[src/rtl/branch_resolve_pred.sv]
`default_nettype none
// ============================================================================
// Module      : branch_resolve_pred
// Description : EX-stage branch resolution plus fetch-stage direction
//               predictor. Resolves conditional branches and jumps from the
//               forwarded operands, flags mispredicts against the prediction
//               carried down the pipe, trains a bimodal table of 2-bit
//               saturating counters, and keeps saturating statistics.
// Ports       : i_clk, i_rst          clock, async active-high reset
//               i_if_pc               fetch PC for lookup
//               o_if_pred_taken       predicted direction (combinational)
//               i_ex_valid/i_ex_stall EX valid / EX hold
//               i_ex_pc, i_ex_instr   EX PC and instruction word
//               i_rs1_data/i_rs2_data forwarded operands
//               i_ex_pred_taken       prediction travelling with EX instr
//               o_pc_sel              resolved taken
//               o_mispredict          resolved != predicted (flush request)
//               o_branch_cnt          resolved control-transfer count
//               o_mispred_cnt         mispredict count
// Revision    : 1.0 - initial release
// ============================================================================
module branch_resolve_pred #(
    parameter int XLEN        = 32,
    parameter int BHT_ENTRIES = 64,
    parameter int PRED_MODE   = 1,
    parameter int CNT_W       = 32
) (
    input  logic             i_clk,
    input  logic             i_rst,
    input  logic [XLEN-1:0]  i_if_pc,
    output logic             o_if_pred_taken,
    input  logic             i_ex_valid,
    input  logic             i_ex_stall,
    input  logic [XLEN-1:0]  i_ex_pc,
    input  logic [31:0]      i_ex_instr,
    input  logic [XLEN-1:0]  i_rs1_data,
    input  logic [XLEN-1:0]  i_rs2_data,
    input  logic             i_ex_pred_taken,
    output logic             o_pc_sel,
    output logic             o_mispredict,
    output logic [CNT_W-1:0] o_branch_cnt,
    output logic [CNT_W-1:0] o_mispred_cnt
);

    localparam int         c_IDX_W     = $clog2(BHT_ENTRIES);
    localparam logic [6:0] c_OP_BRANCH = 7'b1100011;
    localparam logic [6:0] c_OP_JAL    = 7'b1101111;
    localparam logic [6:0] c_OP_JALR   = 7'b1100111;

    // ------------------------------------------------------------------------
    // Decode
    // ------------------------------------------------------------------------
    logic [6:0] w_opcode;
    logic [2:0] w_funct3;
    logic       w_is_branch;
    logic       w_is_jump;
    logic       w_is_control;

    assign w_opcode     = i_ex_instr[6:0];
    assign w_funct3     = i_ex_instr[14:12];
    assign w_is_branch  = (w_opcode == c_OP_BRANCH);
    assign w_is_jump    = (w_opcode == c_OP_JAL) || (w_opcode == c_OP_JALR);
    assign w_is_control = w_is_branch || w_is_jump;

    // ------------------------------------------------------------------------
    // Compare: single subtractor, extra MSB captures the unsigned borrow.
    // ------------------------------------------------------------------------
    logic [XLEN:0] w_diff;
    logic          w_eq;
    logic          w_ovf;
    logic          w_lt_s;
    logic          w_lt_u;

    assign w_diff = {1'b0, i_rs1_data} - {1'b0, i_rs2_data};
    assign w_eq   = (w_diff[XLEN-1:0] == '0);
    assign w_ovf  = (i_rs1_data[XLEN-1] ^ i_rs2_data[XLEN-1]) &
                    (i_rs1_data[XLEN-1] ^ w_diff[XLEN-1]);
    assign w_lt_s = w_diff[XLEN-1] ^ w_ovf;
    assign w_lt_u = w_diff[XLEN];

    // ------------------------------------------------------------------------
    // Resolve
    // ------------------------------------------------------------------------
    logic w_br_taken;
    logic w_taken;

    always_comb begin
        w_br_taken = 1'b0;
        case (w_funct3)
            3'b000:  w_br_taken = w_eq;
            3'b001:  w_br_taken = ~w_eq;
            3'b100:  w_br_taken = w_lt_s;
            3'b101:  w_br_taken = ~w_lt_s;
            3'b110:  w_br_taken = w_lt_u;
            3'b111:  w_br_taken = ~w_lt_u;
            default: w_br_taken = 1'b0;
        endcase
    end

    assign w_taken      = w_is_jump | (w_is_branch & w_br_taken);
    assign o_pc_sel     = i_ex_valid & w_taken;
    assign o_mispredict = i_ex_valid & w_is_control & (o_pc_sel != i_ex_pred_taken);

    logic w_upd_en;
    assign w_upd_en = i_ex_valid & ~i_ex_stall;

    // ------------------------------------------------------------------------
    // Direction table
    // ------------------------------------------------------------------------
    generate
        if (PRED_MODE == 1) begin : g_bimodal
            logic [c_IDX_W-1:0] w_if_idx;
            logic [c_IDX_W-1:0] w_ex_idx;
            logic [1:0]         w_ctr [BHT_ENTRIES];
            logic               w_bht_we;

            assign w_if_idx = i_if_pc[c_IDX_W+1:2];
            assign w_ex_idx = i_ex_pc[c_IDX_W+1:2];
            assign w_bht_we = w_upd_en & w_is_branch;

            // Lookup reads the registered value: a same-cycle update to the
            // same entry becomes visible only after the edge.
            assign o_if_pred_taken = w_ctr[w_if_idx][1];

            for (genvar gi = 0; gi < BHT_ENTRIES; gi++) begin : g_entry
                logic [1:0] r_ctr;

                always_ff @(posedge i_clk or posedge i_rst) begin
                    if (i_rst) begin
                        r_ctr <= 2'b01;
                    end else if (w_bht_we && (w_ex_idx == c_IDX_W'(gi))) begin
                        if (w_br_taken && (r_ctr != 2'b11)) begin
                            r_ctr <= r_ctr + 2'b01;
                        end else if (!w_br_taken && (r_ctr != 2'b00)) begin
                            r_ctr <= r_ctr - 2'b01;
                        end
                    end
                end

                assign w_ctr[gi] = r_ctr;
            end
        end else begin : g_static
            assign o_if_pred_taken = 1'b0;
        end
    endgenerate

    // ------------------------------------------------------------------------
    // Statistics (saturating)
    // ------------------------------------------------------------------------
    logic [CNT_W-1:0] r_branch_cnt;
    logic [CNT_W-1:0] r_mispred_cnt;

    always_ff @(posedge i_clk or posedge i_rst) begin
        if (i_rst) begin
            r_branch_cnt  <= '0;
            r_mispred_cnt <= '0;
        end else if (w_upd_en && w_is_control) begin
            if (r_branch_cnt != '1) begin
                r_branch_cnt <= r_branch_cnt + CNT_W'(1);
            end
            if (o_mispredict && (r_mispred_cnt != '1)) begin
                r_mispred_cnt <= r_mispred_cnt + CNT_W'(1);
            end
        end
    end

    assign o_branch_cnt  = r_branch_cnt;
    assign o_mispred_cnt = r_mispred_cnt;

    // Instruction fields and PC bits outside the decode/index ranges.
    logic w_unused_bits;
    assign w_unused_bits = ^{i_ex_instr[31:15], i_ex_instr[11:7], i_if_pc, i_ex_pc};

endmodule
`default_nettype wire

[config.mk]
export PLATFORM = sky130hd
export DESIGN_NAME = branch_resolve_pred
export DESIGN_NICKNAME = d
export VERILOG_FILES = /design/src/rtl/branch_resolve_pred.sv
export SDC_FILE = /design/constraint.sdc
export NUM_CORES = 1
export LEC_CHECK = 0
export CAP_MARGIN = 5
export CORE_MARGIN = 5
export CORE_UTILIZATION = 29
export DETAILED_ROUTE_END_ITERATION = 10
export GPL_TIMING_DRIVEN = 0
export PLACE_DENSITY = 0.47
export SLEW_MARGIN = 20
export SYNTH_ARGS = -nofsm -noshare
export SYNTH_HDL_FRONTEND = slang
export SYNTH_SLANG_ARGS = --single-unit
[constraint.sdc]
create_clock -name i_clk -period 9.72 [get_ports i_clk]
set_input_delay 1.458 -clock i_clk [delete_from_list [all_inputs] [get_ports i_clk]]
set_output_delay 1.458 -clock i_clk [all_outputs]
set_load 0.005 [all_outputs]
==> impl_metrics.csv, run 1 <==
group,metric,value,unit
outcome,run_status,"completed",
placement,place_inst,2275,
timing,tns,0,ns
clock_network,h-tree-depth,4,
clock_network,cts_root_buf,"clkbuf_16",
setup_path,slowest_stage,"clkdlybuf4s50_1",
synth,syn_area,0.0130,mm^2
die,core-area,0.0443,mm^2
setup_path,endpoint_kind,"output port",
synth,synth-edff-count,0,
timing,final_max_slew_viol_count,0,
timing,hold_violations,0,
global_routing,grt_pass1_wl,65100,um
clock_network,cts_hold_buf,0,
setup_path,crit_start,"i_rs2_data[7]",
die,start_util,29.4,%
setup_path,cp-start-kind,"input pin",
timing,worstMarginPinSlew,1.02,ns
die,io-pin-count,232,
global_routing,grt_max_degree,88,
final_layout,drive_gt1_share,10.3,%
timing,min_period_over_period,95.5,%
placement,gp_congestion,0.851,
synth,yosysMostFrequentCell,"nand2_1",
synth,synthTopCellsByCount,"nand2_1, dfrtp_1, o21ai_0, nor2_1, inv_1",
final_layout,final_util,36.0,%
setup_path,reg2reg_from,"o_mispred_cnt[15]",
detailed_routing,routed_wl,40900,um
timing,max_freq,108,MHz
synth,synthFlopType,"dfrtp_1",
detailed_routing,ant_nets,0,
detailed_routing,wl_per_cell,17.7,um
synth,seq_area_frac_synth,37.5,%
power_and_ir_drop,power.leakage,6.40,nW
synth,syn_nets,1730,
setup_path,worstPathRequired,8.26,ns
final_layout,fin_cells,2305,
detailed_routing,via_per_inst,5.30,
synth,yosysUniqueCellTypes,77,
final_layout,fin_area,0.0160,mm^2
synth,synthCells,1529,
clock_network,clkSlewWorstSetupHoldPaths,0.07,ns
clock_network,numCtsBuffers,17,
final_layout,num-fill-cells,4557,
setup_path,crit_end,"o_pc_sel",
detailed_routing,drt_iter0_markers,942,
detailed_routing,drc,0,
power_and_ir_drop,cellPowerDensity,123,mW/mm^2
synth,ys_ff_latch,192,
timing,timing.final.ws_setup,0.436,ns
die,die_area,0.0493,mm^2
timing,min_period,9.28,ns
die,num_rows,77,
setup_path,arrival,7.83,ns
worst_hold_path,hp-class,"reg2reg",
global_routing,antenna_found_initial,0,
setup_path,cpLargestDelayFamily,"simple AND/OR/NAND/NOR gates",
setup_path,timing.critical_path.buf_inv,5,
die,die_y,222,um
clock_network,cts_tree,"done",
placement,dpl_worst_slack,-0.231,ns
synth,synthTopCellsByArea,"dfrtp_1, dfstp_2, nand2_1",
synth,yosysTopAreaCell,"dfrtp_1",
detailed_routing,dr.pass1.iters,5,
die,die_x,222,um
detailed_routing,vias,12200,
placement,hpwl,30800,um
synth,synth_top_area_share,24.6,%
global_routing,grt_usage,16.2,%
synth,ys_async_sr_fraction,100,%
setup_path,reg2reg_depth,11,
timing,holdWs,0.483,ns
setup_path,crit_path_max_incr_delay,0.53,ns
clock_network,cts_num_sinks,192,
placement,place_area,0.0154,mm^2
setup_path,reg2reg_to,"o_mispred_cnt[29]",
setup_path,reg2reg_slack,5.92,ns
setup_path,path_max_fanout,10,
global_routing,grt_pass1_vias,11800,
synth,ys_warn_count,0,
clock_network,clk_latency,0.45,ns
clock_network,clockBufferDepth,2,
final_layout,diodes,0,
setup_path,cp_num_cells,26,
timing,relSlewSlack,31.3,%
synth,avgSynthCellArea,8.52,um^2
timing,rsz0062_at_grt,"no",
global_routing,grt.overflow.total,0,
placement,io_buffers,152,
run,cap_violations,0,
final_layout,area_growth,22.6,%
timing,final.setup_skew,0.0157,ns
setup_path,path_class,"in2out",
power_and_ir_drop,finalPower,1.97,mW
power_and_ir_drop,ir_drop,104,uV
timing,setup_viol,0,
final_layout,fin_nets,1901,
where the power goes:
part / switching [mW] / total, mW / internal, mW / leakage, nW
Clock: 0.322 / 0.697 / 0.375 / 0.267
Sequential: 0.0288 / 0.861 / 0.832 / 2.40
Combinational: 0.242 / 0.410 / 0.168 / 3.73
Total: 0.593 / 1.97 / 1.37 / 6.40
state kept, by name, indices dropped and copies added (netlist names):
name / count
o_branch_cnt: 32
g_bimodal.g_entry.r_ctr: 128
o_mispred_cnt: 32
cell type report:
cell class                      count  area (um^2)  area share (%)
Buffer                             65          310            1.94
Clock buffer                       24          482            3.02
Inverter                          101          387            2.42
Clock inverter                      8         80.1           0.501
Timing Repair Buffer              155         1580            9.92
Sequential cell                   192         4880            30.6
Tap cell                          592          741            4.64
Multi-Input combinational cell   1168         7500            47.0
cells in the final DEF, fill, tap and decap left out, types with 12 or more instances in the layout:
cell             netlist  routed
a21o_1                17      17
a21oi_1               88      88
a31oi_1               27      26
a41oi_1               16      16
and2_1                26      26
and3_1                23      23
buf_2                 13      14
buf_4                 11      12
clkbuf_1              41      42
clkbuf_16              0      17
clkdlybuf4s50_1        0     152
dfrtp_1              128     128
dfstp_2               64      64
ha_1                  34      34
inv_1                101     100
mux2i_1               18      17
mux4_2                21      21
nand2_1              188     187
nand3_1               80      80
nand4_1               25      25
nor2_1               108     107
nor3_1                32      31
nor3b_1               18      18
nor4_1                14      13
o2111ai_1             22      21
o211ai_1              31      31
o21ai_0              109     108
o21ai_1               50      51
o31ai_1               31      30
xnor2_1               35      35
xor2_1                35      35
what timing repair did:
item	CTS	global route
cloned	0	0
resized for setup	2	8
buffers inserted	1	0
pin swaps	1	1
setup endpoints to repair	2	2
cells by family after synthesis:
group                      share of synthesized area, %
AOI/OAI and AO/OA                                  22.9
xor gates and xnor gates                           4.71
muxes                                              5.36
buffers and inverters                              5.37
adders and majority gates                          3.57
and+or+nand+nor                                    20.6
DFF                                                37.5
metal layers:
| metal | GRT usage [%] | share of wire [%] |
|---|---|---|
| met1 | 22.1 | 47 |
| met2 | 27.0 | 48 |
| met3 | 2.07 | 3.8 |
| met4 | 4.57 | 1.5 |
| met5 | 0 | 0 |
worst min-delay path by stage:
| stage | from | end | cells after the start |
|---|---|---|---|
| finish | g_bimodal.g_entry[33].r_ctr[0] | g_bimodal.g_entry[33].r_ctr[0] | 2 |
| global route | g_bimodal.g_entry[35].r_ctr[0] | g_bimodal.g_entry[35].r_ctr[0] | 2 |
| CTS | g_bimodal.g_entry[33].r_ctr[0] | g_bimodal.g_entry[33].r_ctr[0] | 2 |
| detailed placement | g_bimodal.g_entry[33].r_ctr[0] | g_bimodal.g_entry[33].r_ctr[0] | 2 |
| global placement | g_bimodal.g_entry[37].r_ctr[0] | g_bimodal.g_entry[37].r_ctr[0] | 2 |
| floorplan | g_bimodal.g_entry[32].r_ctr[0] | g_bimodal.g_entry[32].r_ctr[0] | 2 |
worst reg2reg max path, stage by stage (launching register included):
cell       delay, ns
dfrtp_1         0.44
and3_1          0.22
and3_1          0.23
and3_1          0.26
and4_1          0.27
and3_1          0.23
and2_1          0.19
and3_1          0.20
a31oi_1         0.53
o2111ai_1       0.62
a21boi_0        0.39
xor2_1          0.16
Note: power is estimated with default switching activity, not from simulation.
==> inputs of run 2 (changes only) <==
- GPL_TIMING_DRIVEN: 0 -> default
- RECOVER_POWER: default -> 25
==> impl_metrics.csv, run 2 (same netlist as run 1, synthesis figures left out) <==
group,metric,value,unit
global_routing,grt_pass1_wl,61600,um
worst_hold_path,hp-class,"reg2reg",
clock_network,clockBufferDepth,2,
timing,min_period,9.27,ns
setup_path,reg2reg_depth,11,
detailed_routing,wl_per_cell,16.6,um
timing,worstMarginPinSlew,5.67,ns
final_layout,fin_area,0.0159,mm^2
timing,final.setup_skew,0.0111,ns
clock_network,clkSlewWorstSetupHoldPaths,0.07,ns
setup_path,worstPathRequired,8.26,ns
setup_path,arrival,7.81,ns
die,start_util,29.4,%
timing,min_period_over_period,95.3,%
outcome,violations,"max-capacitance violations, max-slew violations",
clock_network,cts_hold_buf,0,
placement,place_area,0.0152,mm^2
timing,relSlewSlack,-280,%
clock_network,clk_latency,0.46,ns
detailed_routing,routed_wl,37600,um
setup_path,path_max_fanout,4,
timing,tns,0,ns
final_layout,diodes,0,
final_layout,fin_nets,1858,
detailed_routing,vias,11900,
placement,gp_congestion,0.839,
clock_network,post_cts_resized,0,
detailed_routing,drt_iter0_markers,726,
final_layout,area_growth,21.8,%
final_layout,final_common_cell,"nand2_1",
timing,rsz0062_at_grt,"no",
timing,setup_viol,0,
clock_network,cts_num_sinks,192,
clock_network,numCtsBuffers,17,
detailed_routing,dr.pass1.iters,6,
power_and_ir_drop,finalPower,2.06,mW
final_layout,drive_gt1_share,9.88,%
global_routing,grt_max_degree,123,
die,num_rows,77,
die,die_area,0.0493,mm^2
setup_path,reg2reg_slack,6.10,ns
timing,final_max_slew_viol_count,123,
power_and_ir_drop,ir_drop,128,uV
worst_hold_path,holdPathStages,2,
placement,hpwl,27600,um
global_routing,grt_usage,15.0,%
final_layout,num-fill-cells,4577,
setup_path,endpoint_kind,"output port",
clock_network,cts_setup_buffers,0,
placement,io_buffers,157,
global_routing,grt.overflow.total,0,
timing,holdWs,0.486,ns
clock_network,cts_tree,"done",
die,core-area,0.0443,mm^2
detailed_routing,via_per_inst,5.25,
power_and_ir_drop,power.leakage,6.37,nW
setup_path,path_class,"in2out",
timing,max_freq,108,MHz
outcome,run_status,"complete, but fails checks",
die,die_y,222,um
die,io-pin-count,232,
clock_network,cts_root_buf,"clkbuf_16",
timing,hold_violations,0,
final_layout,final_cell_mix,"nand2_1, clkdlybuf4s50_1, dfrtp_1",
power_and_ir_drop,cellPowerDensity,130,mW/mm^2
detailed_routing,ant_nets,0,
global_routing,antenna_found_initial,1,
clock_network,h-tree-depth,4,
detailed_routing,drc,0,
global_routing,grt_pass1_vias,11500,
final_layout,largest_reg_flops,128,
die,die_x,222,um
setup_path,cp-start-kind,"input pin",
final_layout,top_register,"g_bimodal.g_entry.r_ctr",
run,cap_violations,1,
[run 2: changes by cell type in the layout (fill, tap and decap cells not counted), moves of 2 or more]
| cell | delta |
|---|---|
| buf_2 | -13 |
| clkbuf_1 | -41 |
| bufinv_16 | +4 |
| clkinv_4 | +4 |
| buf_4 | +6 |
| inv_6 | -2 |
| clkdlybuf4s50_1 | +3 |
| buf_16 | -2 |
| buf_12 | +2 |
| clkinv_2 | -2 |
[run 2: area by class of cell]
type | count | area (um^2) | area share (%)
clock inverters | 12 | 208 | 1.31
multi-input cells | 1168 | 7460 | 47.0
flip-flops and latches | 192 | 4880 | 30.8
well taps | 592 | 741 | 4.67
inverters | 101 | 380 | 2.40
clock buffers | 20 | 457 | 2.88
repair buffers | 177 | 1740 | 11.0
[run 2: path summary, 6_finish.rpt]
kind                                                  end                      startpoint
setup / recovery                             o_mispredict                   i_rs2_data[1]
hold reg to reg            g_bimodal.g_entry[40].r_ctr[0]  g_bimodal.g_entry[40].r_ctr[0]
min in group asynchronous                o_branch_cnt[13]                           i_rst
max in group asynchronous  g_bimodal.g_entry[54].r_ctr[1]                           i_rst
setup reg to reg                        o_mispred_cnt[29]               o_mispred_cnt[15]
hold / removal             g_bimodal.g_entry[40].r_ctr[0]  g_bimodal.g_entry[40].r_ctr[0]
[run 2: worst max-delay path: stages]
cell and delay (ns):
clkdlybuf4s50_1 0.51, inv_1 0.06, ha_1 0.28, nor2b_1 0.13, o2111ai_1 0.25, a2111oi_4 0.43
or3_1 0.17, a31oi_1 0.11, o31ai_2 0.26, a21o_1 0.16, a21oi_1 0.07, fa_1 0.49
and3_1 0.15, o311a_1 0.19, o2111ai_1 0.13, nor4_1 0.23, nand4b_1 0.15, or4b_1 0.48
or4_1 0.48, nor2_1 0.24, mux2i_1 0.26, a21oi_1 0.10, or2_2 0.32, nor2_1 0.15
clkdlybuf4s50_1 0.53
[run 2: metrics by stage]
stage / util, % / std cells / setup slack (ns)
after CTS: 35.8 / 2262 / 0.308
after global placement: 34.3 / 2230 / 0.301
after global routing: 35.8 / 2262 / 0.0786
after detailed placement: 34.3 / 2230 / 0.321
after floorplan: - / 1529 / 1.92
final: 35.8 / 2262 / 0.454
[run 2: power by group]
group | switching [mW] | internal [mW]
clock | 0.334 | 0.472
combinational | 0.226 | 0.163
sequential | 0.0301 | 0.832
[run 2: routing by layer]
metal | up-vias | global-route usage, % | wire length (um)
met5 | - | 0 | 0
li1 | 5835 | - | -
met2 | 231 | 25.1 | 18300
met3 | 26 | 2.29 | 1170
met1 | 5776 | 20.5 | 17700
met4 | 0 | 3.82 | 493
